$ cat src/rtl/pipe_pkg.sv
// Shared definitions for the elastic pipeline register chain.
// The handshake beat struct is declared by each user module as a typedef,
// because its data width is a parameter of that module.
package pipe_pkg;

  // Largest supported chain depth.
  localparam int MAX_DEPTH = 16;

  // Occupancy counter width: must represent 0..DEPTH+1 (one optional skid entry).
  function automatic int clog2_plus2(input int depth);
    return $clog2(depth + 2);
  endfunction

endpackage

$ cat src/rtl/pipe_reg_chain_stage.sv
// One elastic pipeline stage: a valid bit plus a WIDTH-bit data register.
// The stage advances when it is empty or when the stage downstream advances.
// The data register only loads when a valid beat arrives, so an emptied
// stage keeps its old data instead of toggling.
module pipe_reg_stage
  import pipe_pkg::*;
#(
  parameter int               WIDTH       = 32,
  parameter logic [WIDTH-1:0] RESET_VALUE = '0
) (
  input  logic             clk,
  input  logic             reset,
  input  logic             flush,
  input  logic             up_valid,
  input  logic [WIDTH-1:0] up_data,
  input  logic             down_ready,
  output logic             ready,
  output logic             valid,
  output logic [WIDTH-1:0] data
);

  assign ready = !valid || down_ready;

  // Load the upstream beat when this stage can advance; reset/flush squash it.
  always_ff @(posedge clk) begin
    if (reset || flush) begin
      valid <= 1'b0;
      data  <= RESET_VALUE;
    end else if (ready) begin
      valid <= up_valid;
      if (up_valid) begin
        data <= up_data;
      end
    end
  end

endmodule

$ cat src/rtl/pipe_reg_chain.sv
// Elastic pipeline register chain: DEPTH handshaked stages with flush and a
// registered occupancy count.
// Optional build macro PIPE_REG_CHAIN_SKID_EN adds a one-entry skid buffer in
// front of stage 0 so that in_ready comes straight from a flop and the
// combinational ready path to upstream is broken (capacity becomes DEPTH+1).
module pipe_reg_chain
  import pipe_pkg::*;
#(
  parameter int               WIDTH       = 32,
  parameter int               DEPTH       = 1,
  parameter logic [WIDTH-1:0] RESET_VALUE = '0,
  parameter int               COUNT_W     = clog2_plus2(DEPTH)
) (
  input  logic               clk,
  input  logic               reset,
  input  logic               flush,
  input  logic               in_valid,
  output logic               in_ready,
  input  logic [WIDTH-1:0]   in_data,
  output logic               out_valid,
  input  logic               out_ready,
  output logic [WIDTH-1:0]   out_data,
  output logic [COUNT_W-1:0] count
);

  typedef struct packed {
    logic             valid;
    logic [WIDTH-1:0] data;
  } beat_t;

  if (DEPTH < 1 || DEPTH > MAX_DEPTH) begin : g_bad_depth
    $error("pipe_reg_chain: DEPTH must be within 1..16");
  end

  beat_t            head_s;        // beat offered to stage 0
  logic             head_ready_s;  // stage 0 can load this cycle
  logic [DEPTH-1:0] st_valid_s;
  logic [WIDTH-1:0] st_data_s [DEPTH];
  logic             in_fire_s;
  logic             out_fire_s;

  for (genvar i = 0; i < DEPTH; i++) begin : g_stage
    logic             up_valid_s;
    logic [WIDTH-1:0] up_data_s;
    logic             down_ready_s;
    logic             ready_s;

    if (i == 0) begin : g_first
      assign up_valid_s = head_s.valid;
      assign up_data_s  = head_s.data;
    end else begin : g_next
      assign up_valid_s = st_valid_s[i-1];
      assign up_data_s  = st_data_s[i-1];
    end

    if (i == DEPTH - 1) begin : g_last
      assign down_ready_s = out_ready;
    end else begin : g_inner
      assign down_ready_s = g_stage[i+1].ready_s;
    end

    pipe_reg_stage #(
      .WIDTH       (WIDTH),
      .RESET_VALUE (RESET_VALUE)
    ) u_stage (
      .clk        (clk),
      .reset      (reset),
      .flush      (flush),
      .up_valid   (up_valid_s),
      .up_data    (up_data_s),
      .down_ready (down_ready_s),
      .ready      (ready_s),
      .valid      (st_valid_s[i]),
      .data       (st_data_s[i])
    );
  end

  assign head_ready_s = g_stage[0].ready_s;
  assign out_valid    = st_valid_s[DEPTH-1];
  assign out_data     = st_data_s[DEPTH-1];

`ifdef PIPE_REG_CHAIN_SKID_EN
  beat_t skid_r;

  assign in_ready = !skid_r.valid;

  // A parked skid beat goes to stage 0 ahead of any new upstream data.
  always_comb begin
    head_s = '0;
    if (skid_r.valid) begin
      head_s = skid_r;
    end else begin
      head_s.valid = in_valid;
      head_s.data  = in_data;
    end
  end

  // Park a beat accepted while stage 0 is blocked; release it once stage 0 loads.
  always_ff @(posedge clk) begin
    if (reset || flush) begin
      skid_r.valid <= 1'b0;
      skid_r.data  <= RESET_VALUE;
    end else if (skid_r.valid) begin
      if (head_ready_s) begin
        skid_r.valid <= 1'b0;
      end
    end else if (in_valid && !head_ready_s) begin
      skid_r.valid <= 1'b1;
      skid_r.data  <= in_data;
    end
  end
`else
  assign head_s.valid = in_valid;
  assign head_s.data  = in_data;
  assign in_ready     = head_ready_s;
`endif

  assign in_fire_s  = in_valid && in_ready;
  assign out_fire_s = out_valid && out_ready;

  // Occupancy: +1 per accepted beat, -1 per delivered beat, cleared by reset/flush.
  always_ff @(posedge clk) begin
    if (reset || flush) begin
      count <= '0;
    end else if (in_fire_s && !out_fire_s) begin
      count <= count + COUNT_W'(1);
    end else if (!in_fire_s && out_fire_s) begin
      count <= count - COUNT_W'(1);
    end
  end

endmodule

$ cat config.mk
export PLATFORM = sky130hd
export DESIGN_NAME = pipe_reg_chain
export DESIGN_NICKNAME = d
export VERILOG_FILES = /design/src/rtl/pipe_pkg.sv /design/src/rtl/pipe_reg_chain_stage.sv /design/src/rtl/pipe_reg_chain.sv
export SDC_FILE = /design/constraint.sdc
export NUM_CORES = 1
export LEC_CHECK = 0
export CAP_MARGIN = 20
export CORE_AREA = 2 2 69 71
export CTS_CLUSTER_DIAMETER = 40
export DETAILED_ROUTE_END_ITERATION = 10
export DIE_AREA = 0 0 71 73
export HOLD_SLACK_MARGIN = 0.03
export PLACE_DENSITY = 0.69
export SYNTH_ARGS = -nofsm -noshare
export SYNTH_HDL_FRONTEND = slang
export SYNTH_HIERARCHICAL = 1
export SYNTH_SLANG_ARGS = --single-unit
$ cat constraint.sdc
create_clock -name clk -period 5.54 [get_ports clk]
set_input_delay 1.108 -clock clk [delete_from_list [all_inputs] [get_ports clk]]
set_output_delay 1.108 -clock clk [all_outputs]
set_load 0.02 [all_outputs]
# Word-level counts from Yosys, hierarchy flattened
# Cells that the tools add are included.
word_totals:
  in_bits: 37
  elab_cells: 18
  ff_bits: 35
  output_inout_bits: 36
classes:
  muxes: 2
  n_addsub: 2
  reduce_logical: 11
ops:
  columns: ["cell", "count"]
  rows:
  - ["logical AND 1 bit", 4]
  - ["two-way mux 2 bit", 2]
  - ["zero test 1 bit", 3]
  - ["adder 2 x 1 -> 2 bit (second input constant)", 1]
  - ["logical OR 1 bit", 2]
  - ["AND reduction 2 bit", 1]
  - ["nonzero test 2 bit", 1]
  - ["subtractor 2 x 1 -> 2 bit (second input constant)", 1]

# Logic depth before layout (Yosys ltp)
depth:
  word_depth: 7
  ltp_mapped: 8
  ltp_nobuf: 6

# By module
# The synthesis kept the hierarchy.
modules_own_cells:
  columns: ["module", "seq_area_each_um2", "area_per_inst_um2", "cells_per_inst", "instances"]
  rows:
  - ["pipe_reg_stage", 660.6, 1380.1, 152, 1]
  - ["pipe_reg_chain", 40.0, 103.8, 11, 1]

# Worst setup path before layout
# Ideal clock, no wire load.
synth_path:
  path_kind: "in2reg"
  startpoint: "input out_ready"
  endpoint: "register count[1]"
  arrival_ps: 2573
  path_buffers: 2
  setup_ps: 86
  required_ps: 5454
  setup_slack_ps: 2881
  stages: 7
  path_cell_list: "nand2b_4 > buf_6 > buf_2 > and2_1 > ha_1 > or3_1 > a211oi_1"
synth_between:
  elab_chain_len: 5
  elab_cells_between_ends: 9
  cone_classes: "mux: 1; reduce/logical: 8"
synth_lines:
  columns: ["item", "line_no", "rtl"]
  rows:
  - ["from (decl)", "pipe_reg_chain.sv:21", "input logic out_ready,"]
  - ["logical OR 1 bit (*)", "pipe_reg_chain_stage.sv:22", "assign ready = !valid || down_ready;"]
  - ["named net in_ready", "pipe_reg_chain.sv:18", "output logic in_ready,"]
  - ["logical AND 1 bit (*)", "pipe_reg_chain.sv:118", "assign in_fire_s = in_valid && in_ready;"]
  - ["zero test 1 bit", "pipe_reg_chain.sv:127", "end else if (!in_fire_s && out_fire_s) begin"]
  - ["logical AND 1 bit", "pipe_reg_chain.sv:127", null]
  - ["nonzero test 2 bit (no source line)", null, null]
  - ["to (signal assigned)", "pipe_reg_chain.sv:126", "count <= count + COUNT_W'(1);"]
  - ["to (signal assigned)", "pipe_reg_chain.sv:128", "count <= count - COUNT_W'(1);"]
  - ["to (decl)", "pipe_reg_chain.sv:23", "output logic [COUNT_W-1:0] count"]
# Mark *: on every way through the listed nets, which the timed path passes. The rest lies on a longest branch.
# A chain may end at the register's enable or synchronous reset.

# Final worst setup path
layout_path:
  startpoint: "input out_ready"
  endpoint: "output in_ready"
layout_between:
  elab_chain_len: 1
layout_lines:
  columns: ["item", "line_no"]
  rows:
  - ["logical OR 1 bit", "pipe_reg_chain_stage.sv:22"]
  - ["to (decl)", "pipe_reg_chain.sv:18"]
# Every way passes these cells.

==> impl_metrics.csv <==
group,metric,value,unit
global_route,grt_max_degree,66,
detailed_routing,drt_wl_total,3520,um
clock_network,clock_latency,0.28,ns
power,power_density,245,mW/mm^2
hold_path,min_path_type,"flip-flop to flip-flop",
critical_path,startpoint,"out_ready",
die,core_area,0.00454,mm^2
critical_path,critPathKind,"primary input to primary output",
synthesis,ys_warn_count,6,
global_route,overflow,0,
critical_path,cp-endpoint,"in_ready",
synthesis,ys.flop_type,"dfxtp_1",
critical_path,ff2ff_setup_slack,3.64,ns
job,cap_violations,0,
final_layout,area_growth,53.6,%
synthesis,syn_nets,201,
timing,relSlewSlack,0.609,
critical_path,r2r_start,"g_stage[0].u_stage/valid",
final_layout,nets,264,
die,die_x,71,um
synthesis,synth_area_per_cell,9.10,um^2
timing,max_freq,266,MHz
clock_network,ctsRootBufferMaster,"clkbuf_8",
final_layout,drive_gt1_frac,0.154,
die,die_h,73,um
detailed_routing,ant_nets,0,
power,vdd_drop_max,0.101,mV
timing,worst_slew_pin_slew,0.586,ns
critical_path,required,4.43,ns
synthesis,synth_edf_count,0,
timing,period_minus_slack,3.76,ns
clock_network,numCtsBuffers,5,
placement,gp_congestion,0.685,
detailed_routing,firstDrtPassIters,4,
detailed_routing,vias_per_cell,4.91,
synthesis,synth_area_leaders,"dfxtp_1 47%, o21ai_2 14%, nand4_1 13%, nand2_1 8.3%, buf_6 3.0%",
clock_network,clockBufferDepth,2,
global_route,grt_pass1_vias,1291,
die,io-pin-count,73,
placement,dp.cells,273,
timing,slew_viol_final,0,
synthesis,synth_top_area_frac,0.472,
die,initial_core_util,0.327,
timing,skew,0.00371,ns
synthesis,yosysMostFrequentCell,"dfxtp_1",
timing,rsz0062_at_grt,"no",
synthesis,synth_cells,163,
timing,tns,0,ns
timing,period_share,0.679,
clock_network,cts_setup_buffers,0,
clock_network,hold_buffers,0,
global_route,antenna_found_initial,0,
global_route,grt_pass1_wl,5900,um
critical_path,r2r-end,"count[1]",
critical_path,startpoint_type,"primary input",
clock_network,cts_sinks,35,
detailed_routing,drc,0,
power,power.leakage,0.787,nW
clock_network,cts_tree,"done",
final_layout,n_antenna_cell,0,
synthesis,ys_seq_area_frac,0.472,
synthesis,synth.distinct_cells,21,
clock_network,cts_resized,0,
synthesis,synth_area,0.00148,mm^2
final_layout,final_cells,281,
global_route,grt.total_usage,0.142,
clock_network,h-tree-depth,2,
status,status,"finished, final reports clean",
placement,portBuffers,72,
die,rows,25,
critical_path,end_kind,"primary output",
synthesis,synthTopCellsByCount,"35 x dfxtp_1, 33 x nand2_1, 32 x nand4_1",
critical_path,critPathArrivalTime,2.65,ns
detailed_routing,avgRoutedWirePerCell,12.5,um
synthesis,ys_seq_elements,35,
timing,setup_viol,0,
clock_network,clk_pin_slew,0.06,ns
critical_path,ff2ff_path_depth,5,
detailed_routing,drtIter0Drc,45,
final_layout,fill_cells,447,
synthesis,synthArstFlopShare,0,
detailed_routing,vias,1380,
placement,dp_hpwl,2310,um
critical_path,critPathMaxFanout,36,
synthesis,synth_top_area_cell,"dfxtp_1",
die,dieArea,0.00518,mm^2
timing,final-hold-violation-count,0,
where the power goes:
group          internal (W)  switching [W]   total, W
Sequential         0.000261     0.00000516   0.000266
Clock              0.000113      0.0000870   0.000200
Combinational     0.0000474      0.0000443  0.0000916
Total              0.000421       0.000136   0.000558
how the worst min path moves through the flow:
| stage | startpoint | endpoint | cells after the start |
|---|---|---|---|
| final | g_stage[0].u_stage/data[5] | g_stage[0].u_stage/data[5] | 2 |
| after global routing | g_stage[0].u_stage/data[5] | g_stage[0].u_stage/data[5] | 2 |
| after detailed placement | g_stage[0].u_stage/data[5] | g_stage[0].u_stage/data[5] | 2 |
| after global placement | g_stage[0].u_stage/data[3] | g_stage[0].u_stage/data[3] | 2 |
| after floorplan | g_stage[0].u_stage/data[28] | g_stage[0].u_stage/data[28] | 2 |
| after CTS | g_stage[0].u_stage/data[5] | g_stage[0].u_stage/data[5] | 2 |
cells in the final DEF (no fill, tap or decap), types with 2 or more instances in the layout:
cell	instances
o21ai_1	7
clkbuf_8	7
clkdlybuf4s50_1	72
dfxtp_1	35
o21ai_2	23
xor2_1	2
nand2_1	33
buf_4	2
nand4_1	32
o21ai_0	3
area by class of cell:
class | instances | area [um^2] | area share
clock buffer | 8 | 100 | 0.0439
inverter | 1 | 3.75 | 0.00165
multi-input combinational | 109 | 672 | 0.295
sequential | 35 | 701 | 0.307
tap | 54 | 67.6 | 0.0296
timing repair buffer | 74 | 736 | 0.323
worst max-delay path: stages:
cell and delay [ns]:
clkdlybuf4s50_1 0.48, nand2b_4 0.38, clkdlybuf4s50_1 0.68
registers in the layout, summed over array words and instances (netlist names):
register,cells
g_stage.u_stage/data,32
g_stage.u_stage/valid,1
count,2
logic make-up (layout without fill, tap and decap cells):
group / Yosys count / after routing / synth area share
xor gates and xnor gates: 2 / 2 / 0.0118
DFF: 35 / 35 / 0.472
AOI/OAI and AO/OA: 35 / 35 / 0.180
adders and majority gates: 1 / 1 / 0.00843
buffers and inverters: 19 / 83 / 0.0801
and+or+nand+nor: 71 / 71 / 0.248
stage by stage:
stage / area [um^2] / util / power, W / setup slack, ns / hold slack (ns)
6_report: 2280 / 0.503 / 0.000558 / 1.78 / 0.450
3_3_place_gp: 2180 / 0.481 / 0.000363 / 1.80 / 0.434
2_1_floorplan: 1480 / - / 0.000318 / 2.88 / 0.525
3_5_place_dp: 2180 / 0.481 / 0.000364 / 1.78 / 0.444
4_1_cts: 2280 / 0.503 / 0.000569 / 1.79 / 0.453
5_1_grt: 2280 / 0.503 / 0.000587 / 1.72 / 0.468
metal layers:
layer,share of wire,track usage,vias to the layer above
met5,0,0,-
met2,0.46,0.235,50
met1,0.46,0.176,617
li1,-,-,709
met3,0.071,0.0511,4
met4,0.0071,0.0377,0
Power figures use the tool's default switching activity.
==> variant 1: new RTL, config.mk and constraints unchanged <==
`WIDTH` is set to 32 in 2 places; all go to 40.
--- a/src/rtl/pipe_reg_chain_stage.sv
+++ b/src/rtl/pipe_reg_chain_stage.sv
@@ -5,7 +5,7 @@
 module pipe_reg_stage
   import pipe_pkg::*;
 #(
-  parameter int               WIDTH       = 32,
+  parameter int               WIDTH       = 40,
   parameter logic [WIDTH-1:0] RESET_VALUE = '0
 ) (
   input  logic             clk,
--- a/src/rtl/pipe_reg_chain.sv
+++ b/src/rtl/pipe_reg_chain.sv
@@ -6,7 +6,7 @@
 module pipe_reg_chain
   import pipe_pkg::*;
 #(
-  parameter int               WIDTH       = 32,
+  parameter int               WIDTH       = 40,
   parameter int               DEPTH       = 1,
   parameter logic [WIDTH-1:0] RESET_VALUE = '0,
   parameter int               COUNT_W     = clog2_plus2(DEPTH)
Interface: changed (resized in_data and out_data); port bits go from 73 to 89. The function was not compared with the original's and may differ.
==> variant 1 against the unedited design <==
Cell area grew 22%; sequential share of layout area grew 0.33 points; register-to-register slack lost 90 ps; synthesized cell count grew 22%; final cell count grew 17%; area after synthesis grew 27%; non-clock buffer count grew 16; count of clock-buffer cells in the layout shrank 2; worst setup slack lost 55 ps; routed wire length grew 25%; sequential cell count grew 8; largest cell class unchanged; total power grew 14%; core utilization grew 11 points; largest power group unchanged.
==> variant 1: results (changes against the unedited design) <==
The port buffer count came out at 88 (+22%). The pin count of the biggest net entering global routing is 68 (+3.0%). The post-route clock skew came out at 3.74 ps (+0.0298 ps). The arrival time reported for the critical path endpoint was 2710 ps (+60 ps).

By count the netlist is led by 43 x dfxtp_1, 41 x nand2_1, 40 x nand4_1, 40 x o21ai_2, 12 x buf_2. The violation count after the first detailed-routing iteration is 76 (+69%). The final-layout worst hold slack was 458 ps (+8.39 ps).

The wire length of the first global-routing pass is 7290 um (+24%). The switching share of power is 25.5% (+1.1 points). The worst hold path begins at g_stage[0].u_stage/data[11]. The highest fanout seen on the critical path came out at 44 (+22%). The final routed wire length divided by cell count came out at 13.4 um (+6.7%). The met3 demand-to-capacity share in global routing was 5.80% (+0.69 points). The worst stage delay on the critical path is 700 ps (+20 ps). The met2 global-route usage is 27.2% (+3.7 points). The post-layout instance count excluding filler cells came out at 328 (+17%). The worst-margin pin slew is 701 ps (+114 ps). The worst-case vdd ir drop is 0.000124 V (+23%). The run finished with clean final reports. The sequential cell area fraction in the yosys report is 45.5% (-1.7 points). The average size of a mapped cell is 9.50 um2 (+4.4%). The leakage component of the power is 0.960 nW (+22%). The met2 layer wire length in the routed design was 2050 um (+26%).

The cell area after placement came out at 2680 um2 (+23%). The share of total power in combinational logic came to 17.8% (+1.4 points). The count of filler cells inserted in the layout came out at 412 (-7.8%). The worst setup slack after layout is 1730 ps (-55.3 ps).
==> variant 1: cell count changes after synthesis, moves of 3 or more <==
cell | before | now
dfxtp_1 | 35 | 43
buf_6 | 4 | 1
buf_12 | 0 | 4
o21ai_1 | 7 | 0
nand2_1 | 33 | 41
o21ai_2 | 23 | 40
buf_2 | 8 | 12
nand4_1 | 32 | 40
==> variant 1: kinds of logic (layout without fill, tap and decap cells) <==
group,after synthesis,in the layout,share of synthesized area [%]
DFF,43,43,45.5
and+or+nand+nor,87,87,24.1
adders and majority gates,1,1,0.662
buffers and inverters,23,98,9.20
AOI/OAI and AO/OA,43,43,19.6
xor gates and xnor gates,2,2,0.927
==> variant 1: layout make-up <==
class / count / area share (%)
sequential: 43 / 31.1
tap: 54 / 2.44
clock inverter: 1 / 0.181
multi-input combinational: 133 / 30.9
inverter: 1 / 0.135
clock buffer: 6 / 2.98
timing repair buffer: 90 / 32.3
==> variant 2: new RTL, config.mk and constraints unchanged <==
Made on the original files. Put one more register stage on the output `count`. The value now appears one clock later. The other outputs are not delayed to match. Comments in the files are not updated.
--- a/src/rtl/pipe_reg_chain.sv
+++ b/src/rtl/pipe_reg_chain.sv
@@ -27,6 +27,8 @@
     logic             valid;
     logic [WIDTH-1:0] data;
   } beat_t;
+
+  logic [COUNT_W-1:0] count_s0;
 
   if (DEPTH < 1 || DEPTH > MAX_DEPTH) begin : g_bad_depth
     $error("pipe_reg_chain: DEPTH must be within 1..16");
@@ -121,12 +123,16 @@
   // Occupancy: +1 per accepted beat, -1 per delivered beat, cleared by reset/flush.
   always_ff @(posedge clk) begin
     if (reset || flush) begin
-      count <= '0;
+      count_s0 <= '0;
     end else if (in_fire_s && !out_fire_s) begin
-      count <= count + COUNT_W'(1);
+      count_s0 <= count_s0 + COUNT_W'(1);
     end else if (!in_fire_s && out_fire_s) begin
-      count <= count - COUNT_W'(1);
+      count_s0 <= count_s0 - COUNT_W'(1);
     end
+  end
+
+  always_ff @(posedge clk) begin
+    count <= count_s0;
   end
 
 endmodule
Function: changed (a bounded check fails within 4 cycles, from zero or initial values).
==> variant 2 against the unedited design <==
Clock power increased by 20%; sequential cell count increased by 2; sequential share of layout area increased by 0.92 points; synthesized cell count increased by 1.2%; area after synthesis increased by 2.7%; cell area increased by 2.6%; via count increased by 0.36%; worst setup slack improved by 22 ps; routed wire length decreased by 0.37%; total power increased by 9.9%; highest routed layer unchanged.
==> variant 2: results (changes against the unedited design) <==
The run finished with clean final reports. The clock group share of total power came to 39.2% (+3.3 points). The cell count after placement is 275 (+0.73%). The path with the worst hold slack has its endpoint at count[1].

The worst max-slew margin expressed relative to the limit came to 60.4% (-0.54 points). The final-stage net count was 266 (+0.76%). The count of cells along the worst hold path is 0 (-2). The sequential power came out at 0.000281 W (+6%). The post-route clock skew is 9.28 ps (+5.57 ps). The number of global-route vias before repair is 1329 (+2.9%). The clock buffer count from CTS came out at 5 (unchanged). The met3 layer wire length in the routed design is 236 um (-5.2%). The switching share of power is 23.4% (-1.0 points). The depth of the worst register-to-register path came to 5 (unchanged). The count of TritonRoute iterations in the first routing pass is 5 (+1).

The met3 demand-to-capacity share in global routing is 4.01% (-1.1 points). The synthesis-to-layout area growth came to 53.5% (about the same). Among all stages on the critical path, the largest delay is contributed by clkdlybuf4s50_1. The post-DP HPWL came out at 2220 um (-3.6%). The ratio of routed vias to standard cells came out at 4.89 (-0.35%).

The clock buffer and inverter area fraction after layout came out at 5.13% (+0.74 points). The count of filler cells inserted in the layout was 422 (-5.6%). The met2 layer wire length in the routed design came out at 1570 um (-3.8%). The startpoint identified for the worst hold timing path is count_s0[1]. The cell count after synthesis came out at 165 (+1.2%). The non-clock buffer share of cell area came out at 31.4% (-0.83 points).

The sequential cell area fraction in the yosys report is 48.6% (+1.4 points). The worst slack after detailed placement is 1800 ps (+14.3 ps). The fraction of layout cells with a size suffix above 1 came out at 15.7% (+0.30 points). The leakage component of the power is 0.809 nW (+2.7%). The synthesized netlist net count came to 203 (+1.0%).

The placer congestion estimate is 0.680 (-0.82%). The number of synthesized register bits is 37 (+5.7%). The cell area after placement came out at 2220 um2 (+1.8%). The arrival time reported for the critical path endpoint was 2630 ps (-20 ps). Counting instances in the post-synthesis netlist gives the leading cell types as 37 x dfxtp_1, 33 x nand2_1, 32 x nand4_1. The sequential share of cell area is 31.7% (+0.92 points).

The internal reg-to-reg setup slack is 3680 ps (+40 ps). The overall via count from detail_route came out at 1385 (+0.36%). The final routed wire length divided by cell count is 12.4 um (-1.1%).

The met1 wire length came out at 1670 um (+3.7%). The number of clock-tree buffers in the layout came out at 6 (-2). The share of power burned in registers came out at 45.8% (-1.8 points). By area the synthesized netlist is led by dfxtp_1 49%, o21ai_2 13%, nand4_1 13%.
-- variant 2: cell types whose count changed after synthesis --
cell     unedited run  this run
dfxtp_1            35        37
-- variant 2: kinds of logic (layout without fill, tap and decap cells) --
| logic type | Yosys count | in the layout | share of synthesized area [%] |
|---|---|---|---|
| flip-flops | 37 | 37 | 48.6 |
| buffers and inverters | 19 | 83 | 7.80 |
| XOR/XNOR | 2 | 2 | 1.15 |
| AND/OR/NAND/NOR | 71 | 71 | 24.1 |
| adder cells (fa/ha/maj) | 1 | 1 | 0.821 |
| AO/OA/AOI/OAI | 35 | 35 | 17.5 |
-- variant 2: worst max path at each step --
stage               slack, ps  startpoint        to  depth (start not counted)
floorplan                2900   out_ready  in_ready                          3
global placement         1790   out_ready  in_ready                          3
detailed placement       1800   out_ready  in_ready                          3
CTS                      1790   out_ready  in_ready                          3
global route             1740   out_ready  in_ready                          3
finish                   1800   out_ready  in_ready                          3
